## src/rtl/exp_stream_unit.sv

```systemverilog
// -----------------------------------------------------------------------------
// exp_stream_unit
//
// Streaming exponential stage of the softmax datapath. Each cycle it can take
// one FP32 max-subtracted score x <= 0 and produce exp(x) as unsigned fixed
// point Q1.(OUT_W-1). It tags every NUM_DATA-th output as the frame's last
// element.
//
// Pipeline (one global advance enable, valid/ready backpressure):
//   S1  FP32 -> |x| fixed point, split into integer index k and fraction index
//   S2  integer LUT and fraction LUT reads
//   S3  ILUT x FLUT full-width product
//   OUT round half-up to OUT_W bits -> exp_o
//
// Optional feature macro: EXP_SUM_EN
//   defined   : per-frame sum of exp_o on sum_o / sum_valid_o
//   undefined : sum_o and sum_valid_o are tied to 0
//
// Ports
//   clock_i       in   clock, rising edge
//   reset_n_i     in   asynchronous active-low reset
//   data_i        in   FP32 input score
//   data_valid_i  in   input valid
//   data_ready_o  out  input ready (combinational from exp_ready_i)
//   exp_o         out  exp(x), Q1.(OUT_W-1)
//   exp_valid_o   out  output valid
//   exp_ready_i   in   downstream ready
//   exp_last_o    out  marks the NUM_DATA-th output of a frame
//   frame_done_o  out  one-cycle pulse after the last output of a frame is taken
//   sum_o         out  frame sum of exp_o (EXP_SUM_EN only)
//   sum_valid_o   out  sum_o valid (EXP_SUM_EN only)
// -----------------------------------------------------------------------------
module exp_stream_unit #(
    parameter int NUM_DATA  = 10,
    parameter int INT_BITS  = 4,
    parameter int FRAC_BITS = 16,
    parameter int LUT_IDX   = 6,
    parameter int OUT_W     = 32,
    parameter int CNT_W     = $clog2(NUM_DATA + 1)
) (
    input  logic                   clock_i,
    input  logic                   reset_n_i,
    input  logic [31:0]            data_i,
    input  logic                   data_valid_i,
    output logic                   data_ready_o,
    output logic [OUT_W-1:0]       exp_o,
    output logic                   exp_valid_o,
    input  logic                   exp_ready_i,
    output logic                   exp_last_o,
    output logic                   frame_done_o,
    output logic [OUT_W+CNT_W-1:0] sum_o,
    output logic                   sum_valid_o
);

    localparam int IDX_W = INT_BITS + LUT_IDX;        // {k, f_top}
    localparam int EXT_W = 24 + INT_BITS + FRAC_BITS; // significand plus headroom
    localparam int PRD_W = 2 * OUT_W;
    localparam int LP_Q  = 60;                        // LUT builder precision

    localparam logic [PRD_W-1:0] P_RND = PRD_W'(1) << (OUT_W - 2);

    // -------------------------------------------------------------------------
    // Elaboration-time LUT builder: round(e^-(num / 2^shift) * 2^(OUT_W-1)).
    // e^-(1/2^shift) is summed as a Taylor series in Q60 integer arithmetic,
    // then raised to the num-th power by repeated multiplication. The error
    // stays many orders of magnitude below one output LSB.
    // -------------------------------------------------------------------------
    function automatic logic [OUT_W-1:0] exp_neg_entry(input int num, input int shift);
        logic [127:0] term;
        logic [127:0] base;
        logic [127:0] acc;
        term = 128'(1) << LP_Q;
        base = term;
        for (int n = 1; n < 28; n++) begin
            term = term / (128'(n) << shift);
            if (n % 2 == 1) base = base - term;
            else            base = base + term;
        end
        acc = 128'(1) << LP_Q;
        for (int i = 0; i < num; i++) begin
            acc = (acc * base) >> LP_Q;
        end
        acc = (acc + (128'(1) << (LP_Q - OUT_W))) >> (LP_Q + 1 - OUT_W);
        return OUT_W'(acc);
    endfunction

    logic [OUT_W-1:0] w_ilut [2**INT_BITS];
    logic [OUT_W-1:0] w_flut [2**LUT_IDX];

    for (genvar g = 0; g < 2**INT_BITS; g++) begin : g_ilut
        localparam logic [OUT_W-1:0] LP_VAL = exp_neg_entry(g, 0);
        assign w_ilut[g] = LP_VAL;
    end

    for (genvar g = 0; g < 2**LUT_IDX; g++) begin : g_flut
        localparam logic [OUT_W-1:0] LP_VAL = exp_neg_entry(g, LUT_IDX);
        assign w_flut[g] = LP_VAL;
    end

    // -------------------------------------------------------------------------
    // Handshake / advance
    // -------------------------------------------------------------------------
    logic             r_out_valid;
    logic [OUT_W-1:0] r_out;
    logic [CNT_W-1:0] r_cnt;
    logic             r_frame_done;
    logic             w_adv;
    logic             w_out_hs;
    logic             w_last;

    // The whole pipe freezes only when the output register is full and not
    // being drained; bubbles inside the pipe are not squeezed out.
    assign w_adv        = !(r_out_valid && !exp_ready_i);
    assign data_ready_o = w_adv;
    assign w_out_hs     = r_out_valid && exp_ready_i;
    assign w_last       = (r_cnt == CNT_W'(NUM_DATA - 1));

    assign exp_o        = r_out;
    assign exp_valid_o  = r_out_valid;
    assign exp_last_o   = w_last && r_out_valid;
    assign frame_done_o = r_frame_done;

    // -------------------------------------------------------------------------
    // S1 decode: FP32 -> {k, f_top}
    // The significand is placed at the top of a wide vector and shifted right
    // so that the result is floor(|x| * 2^LUT_IDX); low fraction bits drop out.
    // -------------------------------------------------------------------------
    logic             w_zero;
    logic             w_uf;
    logic [EXT_W-1:0] w_ext;
    logic [9:0]       w_shamt;
    logic [IDX_W-1:0] w_idx;

    // NOTE: every output of a combinational block gets a default first so no
    // path through it can leave a value held, which would infer a latch.
    always_comb begin
        w_zero  = 1'b0;
        w_uf    = 1'b0;
        w_idx   = '0;
        w_ext   = {1'b1, data_i[22:0], (INT_BITS + FRAC_BITS)'(0)};
        w_shamt = 10'(INT_BITS + 150 + FRAC_BITS - LUT_IDX) - {2'b00, data_i[30:23]};
        // Positive values and zero/denormal exponents both mean |x| = 0.
        w_zero  = !data_i[31] || (data_i[30:23] == 8'd0);
        // Exponent 255 (NaN/Inf) lands here as well and reads as underflow.
        w_uf    = !w_zero && ({1'b0, data_i[30:23]} >= 9'(127 + INT_BITS));
        if (!w_zero && !w_uf) begin
            w_idx = IDX_W'(w_ext >> w_shamt);
        end
    end

    // -------------------------------------------------------------------------
    // Pipeline registers
    // -------------------------------------------------------------------------
    logic             r_s1_valid;
    logic [IDX_W-1:0] r_s1_idx;
    logic             r_s1_uf;
    logic             r_s2_valid;
    logic [OUT_W-1:0] r_s2_ilut;
    logic [OUT_W-1:0] r_s2_flut;
    logic             r_s2_uf;
    logic             r_s3_valid;
    logic [PRD_W-1:0] r_s3_prod;
    logic [OUT_W-1:0] w_round;

    // Product never exceeds 2^(2*OUT_W-2), so the rounded value fits OUT_W.
    assign w_round = OUT_W'((r_s3_prod + P_RND) >> (OUT_W - 1));

    // NOTE: sequential state uses non-blocking assignments so every register
    // samples the pre-edge value of its source, independent of block order.
    always_ff @(posedge clock_i or negedge reset_n_i) begin
        if (!reset_n_i) begin
            // NOTE: data registers are reset too, not just the valids, because
            // exp_o must read 0 during reset; the LUTs are constants and need none.
            r_s1_valid  <= 1'b0;
            r_s1_idx    <= '0;
            r_s1_uf     <= 1'b0;
            r_s2_valid  <= 1'b0;
            r_s2_ilut   <= '0;
            r_s2_flut   <= '0;
            r_s2_uf     <= 1'b0;
            r_s3_valid  <= 1'b0;
            r_s3_prod   <= '0;
            r_out_valid <= 1'b0;
            r_out       <= '0;
        end else if (w_adv) begin
            r_s1_valid  <= data_valid_i;
            r_s1_idx    <= w_idx;
            r_s1_uf     <= w_uf;

            r_s2_valid  <= r_s1_valid;
            r_s2_ilut   <= w_ilut[r_s1_idx[IDX_W-1 -: INT_BITS]];
            r_s2_flut   <= w_flut[r_s1_idx[LUT_IDX-1:0]];
            r_s2_uf     <= r_s1_uf;

            r_s3_valid  <= r_s2_valid;
            r_s3_prod   <= r_s2_uf ? '0 : PRD_W'(r_s2_ilut) * PRD_W'(r_s2_flut);

            r_out_valid <= r_s3_valid;
            r_out       <= w_round;
        end
    end

    // -------------------------------------------------------------------------
    // Frame counter and frame_done pulse
    // -------------------------------------------------------------------------
    always_ff @(posedge clock_i or negedge reset_n_i) begin
        if (!reset_n_i) begin
            r_cnt        <= '0;
            r_frame_done <= 1'b0;
        end else begin
            r_frame_done <= w_out_hs && w_last;
            if (w_out_hs) begin
                r_cnt <= w_last ? '0 : r_cnt + CNT_W'(1);
            end
        end
    end

    // -------------------------------------------------------------------------
    // Optional frame sum
    // -------------------------------------------------------------------------
`ifdef EXP_SUM_EN
    logic [OUT_W+CNT_W-1:0] r_acc;
    logic [OUT_W+CNT_W-1:0] r_sum;
    logic                   r_sum_valid;
    logic [OUT_W+CNT_W-1:0] w_acc_next;

    assign w_acc_next  = r_acc + (OUT_W + CNT_W)'(r_out);
    assign sum_o       = r_sum;
    assign sum_valid_o = r_sum_valid;

    always_ff @(posedge clock_i or negedge reset_n_i) begin
        if (!reset_n_i) begin
            r_acc       <= '0;
            r_sum       <= '0;
            r_sum_valid <= 1'b0;
        end else if (w_out_hs) begin
            // sum_valid_o is set by the last element and cleared by the next
            // taken output, so it stays up across stalls between frames.
            r_sum_valid <= w_last;
            if (w_last) begin
                r_sum <= w_acc_next;
                r_acc <= '0;
            end else begin
                r_acc <= w_acc_next;
            end
        end
    end
`else
    assign sum_o       = '0;
    assign sum_valid_o = 1'b0;
`endif

endmodule
```

## config.mk

```make
export PLATFORM = sky130hd
export DESIGN_NAME = exp_stream_unit
export DESIGN_NICKNAME = d
export VERILOG_FILES = /design/src/rtl/exp_stream_unit.sv
export SDC_FILE = /design/constraint.sdc
export NUM_CORES = 2
export LEC_CHECK = 0
export CAP_MARGIN = 20
export CORE_UTILIZATION = 50
export CTS_CLUSTER_DIAMETER = 150
export DETAILED_ROUTE_END_ITERATION = 6
export PLACE_DENSITY_LB_ADDON = 0.05
export RECOVER_POWER = 50
export SYNTH_ARGS = -nofsm -noshare
export SYNTH_HDL_FRONTEND = slang
export SYNTH_SLANG_ARGS = --single-unit
```

## constraint.sdc

```tcl
create_clock -name clock_i -period 6.47 [get_ports clock_i]
set_clock_uncertainty 0.05 [all_clocks]
set_input_delay 0.647 -clock clock_i [delete_from_list [all_inputs] [get_ports clock_i]]
set_output_delay 0.647 -clock clock_i [all_outputs]
set_load 0.02 [all_outputs]
```

==> metrics <==
Clock Tree Root=clkbuf_16; r2r worst-path depth=27; DRC viols=0; most frequent cell after synthesis=inv_1; CP Capture Point=r_s3_prod[56]; Worst setup EP type=flop; sequential fraction of the synthesis area=~9%; top cells by count, synth=inv_1, fa_1, nand2_1; Critical Path RT=between 6 and 7 ns; remaining antenna violation count=0; top cell type's share of synthesized area=39.63%; Slew @ Worst Pin=3.088 ns; first-pass GRT wire length=209500 um; initial antenna violation count=1; Final GP Congestion=~0.95; Storage cell area=0.003710 sq mm; vias per cell=5.446; initial core utilization=50.80%; clock sinks=between 100 and 150; asr flop ratio synth=100.0%; critical path arrival=8.08 ns; Final WS setup=-1.223 ns; top cell type by total area after synthesis=fa_1; synthesized cell area=approximately 0.042 sq mm; Critical Path Source Type=flop; hold crit path type=reg2reg; setup TNS=-30.78 ns; IO Pins=around 110; Pwr Density=between 200 and 300 mW/mm^2; CTS clock-pin slew for the worst setup and hold paths=~0.080 ns; leakage power=~0.024 uW; DR iter-0 viols=approximately 2400; slew margin rel.=-105.9%; Area Growth Syn to Fin=16.72%; endpoints failing hold=0; final WL=135300 um; area of the multi-input gates=around 0.035 sq mm; Bufs on Longest Clock Path=2; fmax=about 0.13 GHz; failing checks=capacitance limit, slew limit, setup timing; total track usage=32.55%; die area=about 0.085 sq mm; # setup viols final=33; htree depth=4; cell count after synthesis=4837; status=finished, violations left; vias in the first global route=approximately 35000; via count=33850; clock buffer count from CTS=17; Yosys reg bits=~150; Buffers on Ports=between 70 and 80; flop2flop setup slack=-1.22 ns; row count=~110; final period utilization=118.9%; Post-synth top flop=dfrtp_1; share of cells above drive strength 1=between 10% and 20%; crit path from=r_s2_flut[13]; # fillers=around 7500; Final Cell Area=around 0.049 sq mm; dpl ws=-1.690 ns; min Tclk post-route=approximately 7.7 ns; CTS tree=built; largest net degree at the start of global routing=between 90 and 100; library cells used by synthesis=80; final non-filler cell total=between 6000 and 7000; CP Class=reg2reg; Mean Syn Cell Area=8.680 sq um; die width=just under 300 um; CORE AREA=between 0.08 and 0.09 sq mm; Die Y=just under 300 um; RSZ-0062 raised after global routing=true; placed cell area=about 0.047 sq mm; worst vdd ir=between 0.0002 and 0.0003 V; RR Endpoint=r_s3_prod[56]; Max Cap Violations=4; Post-synth EDFFs=0; DR WL/cell=approximately 22 um; GRT Residual Overflow=0; # diodes=0; Max Slew Vio Count=around 210; Worst Path Max Fanout=6; worst r2r src=r_s2_flut[13]; Final nets=around 6300; placed instance count=just over 6000; Synth area leaders=fa_1, ha_1, and2_1, dfrtp_1, inv_1; Core Util, Final=between 50 and 60%; clk_lat worst skew=approximately 0.50 ns; synth warn=0; detailed placer's ending HPWL=about 110000 um; DRT Pass-1 Iters=5
[report_power, final]
part / switching [uW] / total, uW / internal, uW
sequential: 332 / 1530 / 1200
clock: 505 / 1090 / 585
combinational: 6090 / 11000 / 4860
total: 6930 / 13600 / 6650
[registers in the layout (all words and copies together), names as in the netlist]
signal and cells:
r_s3_prod 33, exp_o 32, r_s2_flut 32, r_s2_ilut 29, r_s1_idx 10, r_cnt 4, exp_valid_o 1, frame_done_o 1
r_s1_uf 1, r_s1_valid 1, r_s2_uf 1, r_s2_valid 1, r_s3_valid 1
[routing by layer]
layer,vias to the layer above,part of all wire (%),track usage (%)
li1,15380,-,-
met1,17210,45,46.10
met2,1051,46,52.24
met3,199,5.9,4.361
met4,0,3.3,9.307
met5,-,0,0
[kinds of logic (layout without fill, tap and decap cells)]
logic type      after synthesis  after routing  synth area share [%]
buf+inv                    1237           1509                 11.40
simple gates               1565           1565                 18.56
fa+ha+maj                  1151           1151                 49.16
mux                          37             37                 1.293
xor+xnor                     83             83                 1.732
other cells                   1             37              0.008932
flops                       147            147                 8.762
compound gates              616            616                 9.078
[worst min-delay path by stage]
stage	cells after the start	slack [ns]	end	startpoint
global route	1	0.44	exp_valid_o	r_s3_valid
CTS	2	0.41	r_s3_valid	r_s3_valid
finish	1	0.42	exp_valid_o	r_s3_valid
detailed placement	2	0.40	r_s3_valid	r_s3_valid
global placement	1	0.39	exp_valid_o	r_s3_valid
floorplan	0	0.30	exp_o[0]	reset_n_i
[cell type report]
cell class	count	area share, %
multi-input combinational	3489	70.68
timing repair buffer	586	10.95
sequential	147	7.571
inverter	891	6.825
tap	1070	2.732
clock buffer	17	0.8681
clock inverter	15	0.3779
[worst max-delay path, cell delays in order (launching register included)]
cell	delay [ns]
dfrtp_2	0.46
buf_8	0.16
buf_12	0.13
buf_6	0.11
and2_4	0.15
fa_1	0.49
inv_2	0.04
fa_1	0.56
fa_1	0.45
fa_1	0.51
inv_2	0.04
fa_1	0.57
fa_1	0.44
fa_1	0.51
inv_1	0.05
fa_1	0.49
inv_2	0.05
ha_4	0.24
a21o_1	0.20
o21bai_4	0.18
a221o_1	0.35
a21oi_2	0.23
o211a_1	0.21
o21ai_4	0.10
o21ai_2	0.18
o21bai_2	0.11
or4b_4	0.49
nand3_2	0.07
[cell usage in the layout (no fill, tap or decap), types with 17 or more instances in the layout]
master / netlist / final
inv_1: 890 / 868
xor2_1: 38 / 34
dfrtp_1: 147 / 124
buf_6: 0 / 46
fa_2: 0 / 32
a31oi_1: 38 / 31
o211ai_1: 18 / 18
a211oi_1: 31 / 29
nor2_1: 150 / 142
dfrtp_2: 0 / 22
nand2_1: 619 / 612
and2_1: 604 / 584
ha_1: 320 / 303
buf_4: 37 / 412
conb_1: 1 / 37
buf_12: 0 / 46
xnor2_1: 45 / 36
a21o_1: 34 / 34
inv_2: 0 / 22
nor3_1: 35 / 32
nand4_1: 26 / 26
and2_4: 0 / 19
ha_4: 0 / 17
nand3_1: 57 / 54
clkbuf_16: 0 / 17
a21oi_1: 175 / 162
fa_1: 831 / 799
o21ai_0: 182 / 150
clkdlybuf4s50_1: 0 / 69
o21ai_1: 3 / 27
[stage by stage]
step / hold slack (ns) / total power (uW)
after detailed placement: 0.3980 / 11400
after global routing: 0.4386 / 14700
after CTS: 0.4149 / 13260
after global placement: 0.3929 / 11280
final: 0.4172 / 13570
after floorplan: 0.3014 / 7199
[what timing repair did]
action	4_1_cts	5_1_grt
endpoints found under the setup margin	33	33
resized for setup	194	87
hold buffers	1	0
pin swaps	119	79
cloned	0	0
buffers inserted	48	28
endpoints found under the hold margin	26	0
No activity file was read; power rests on OpenSTA's default activity.
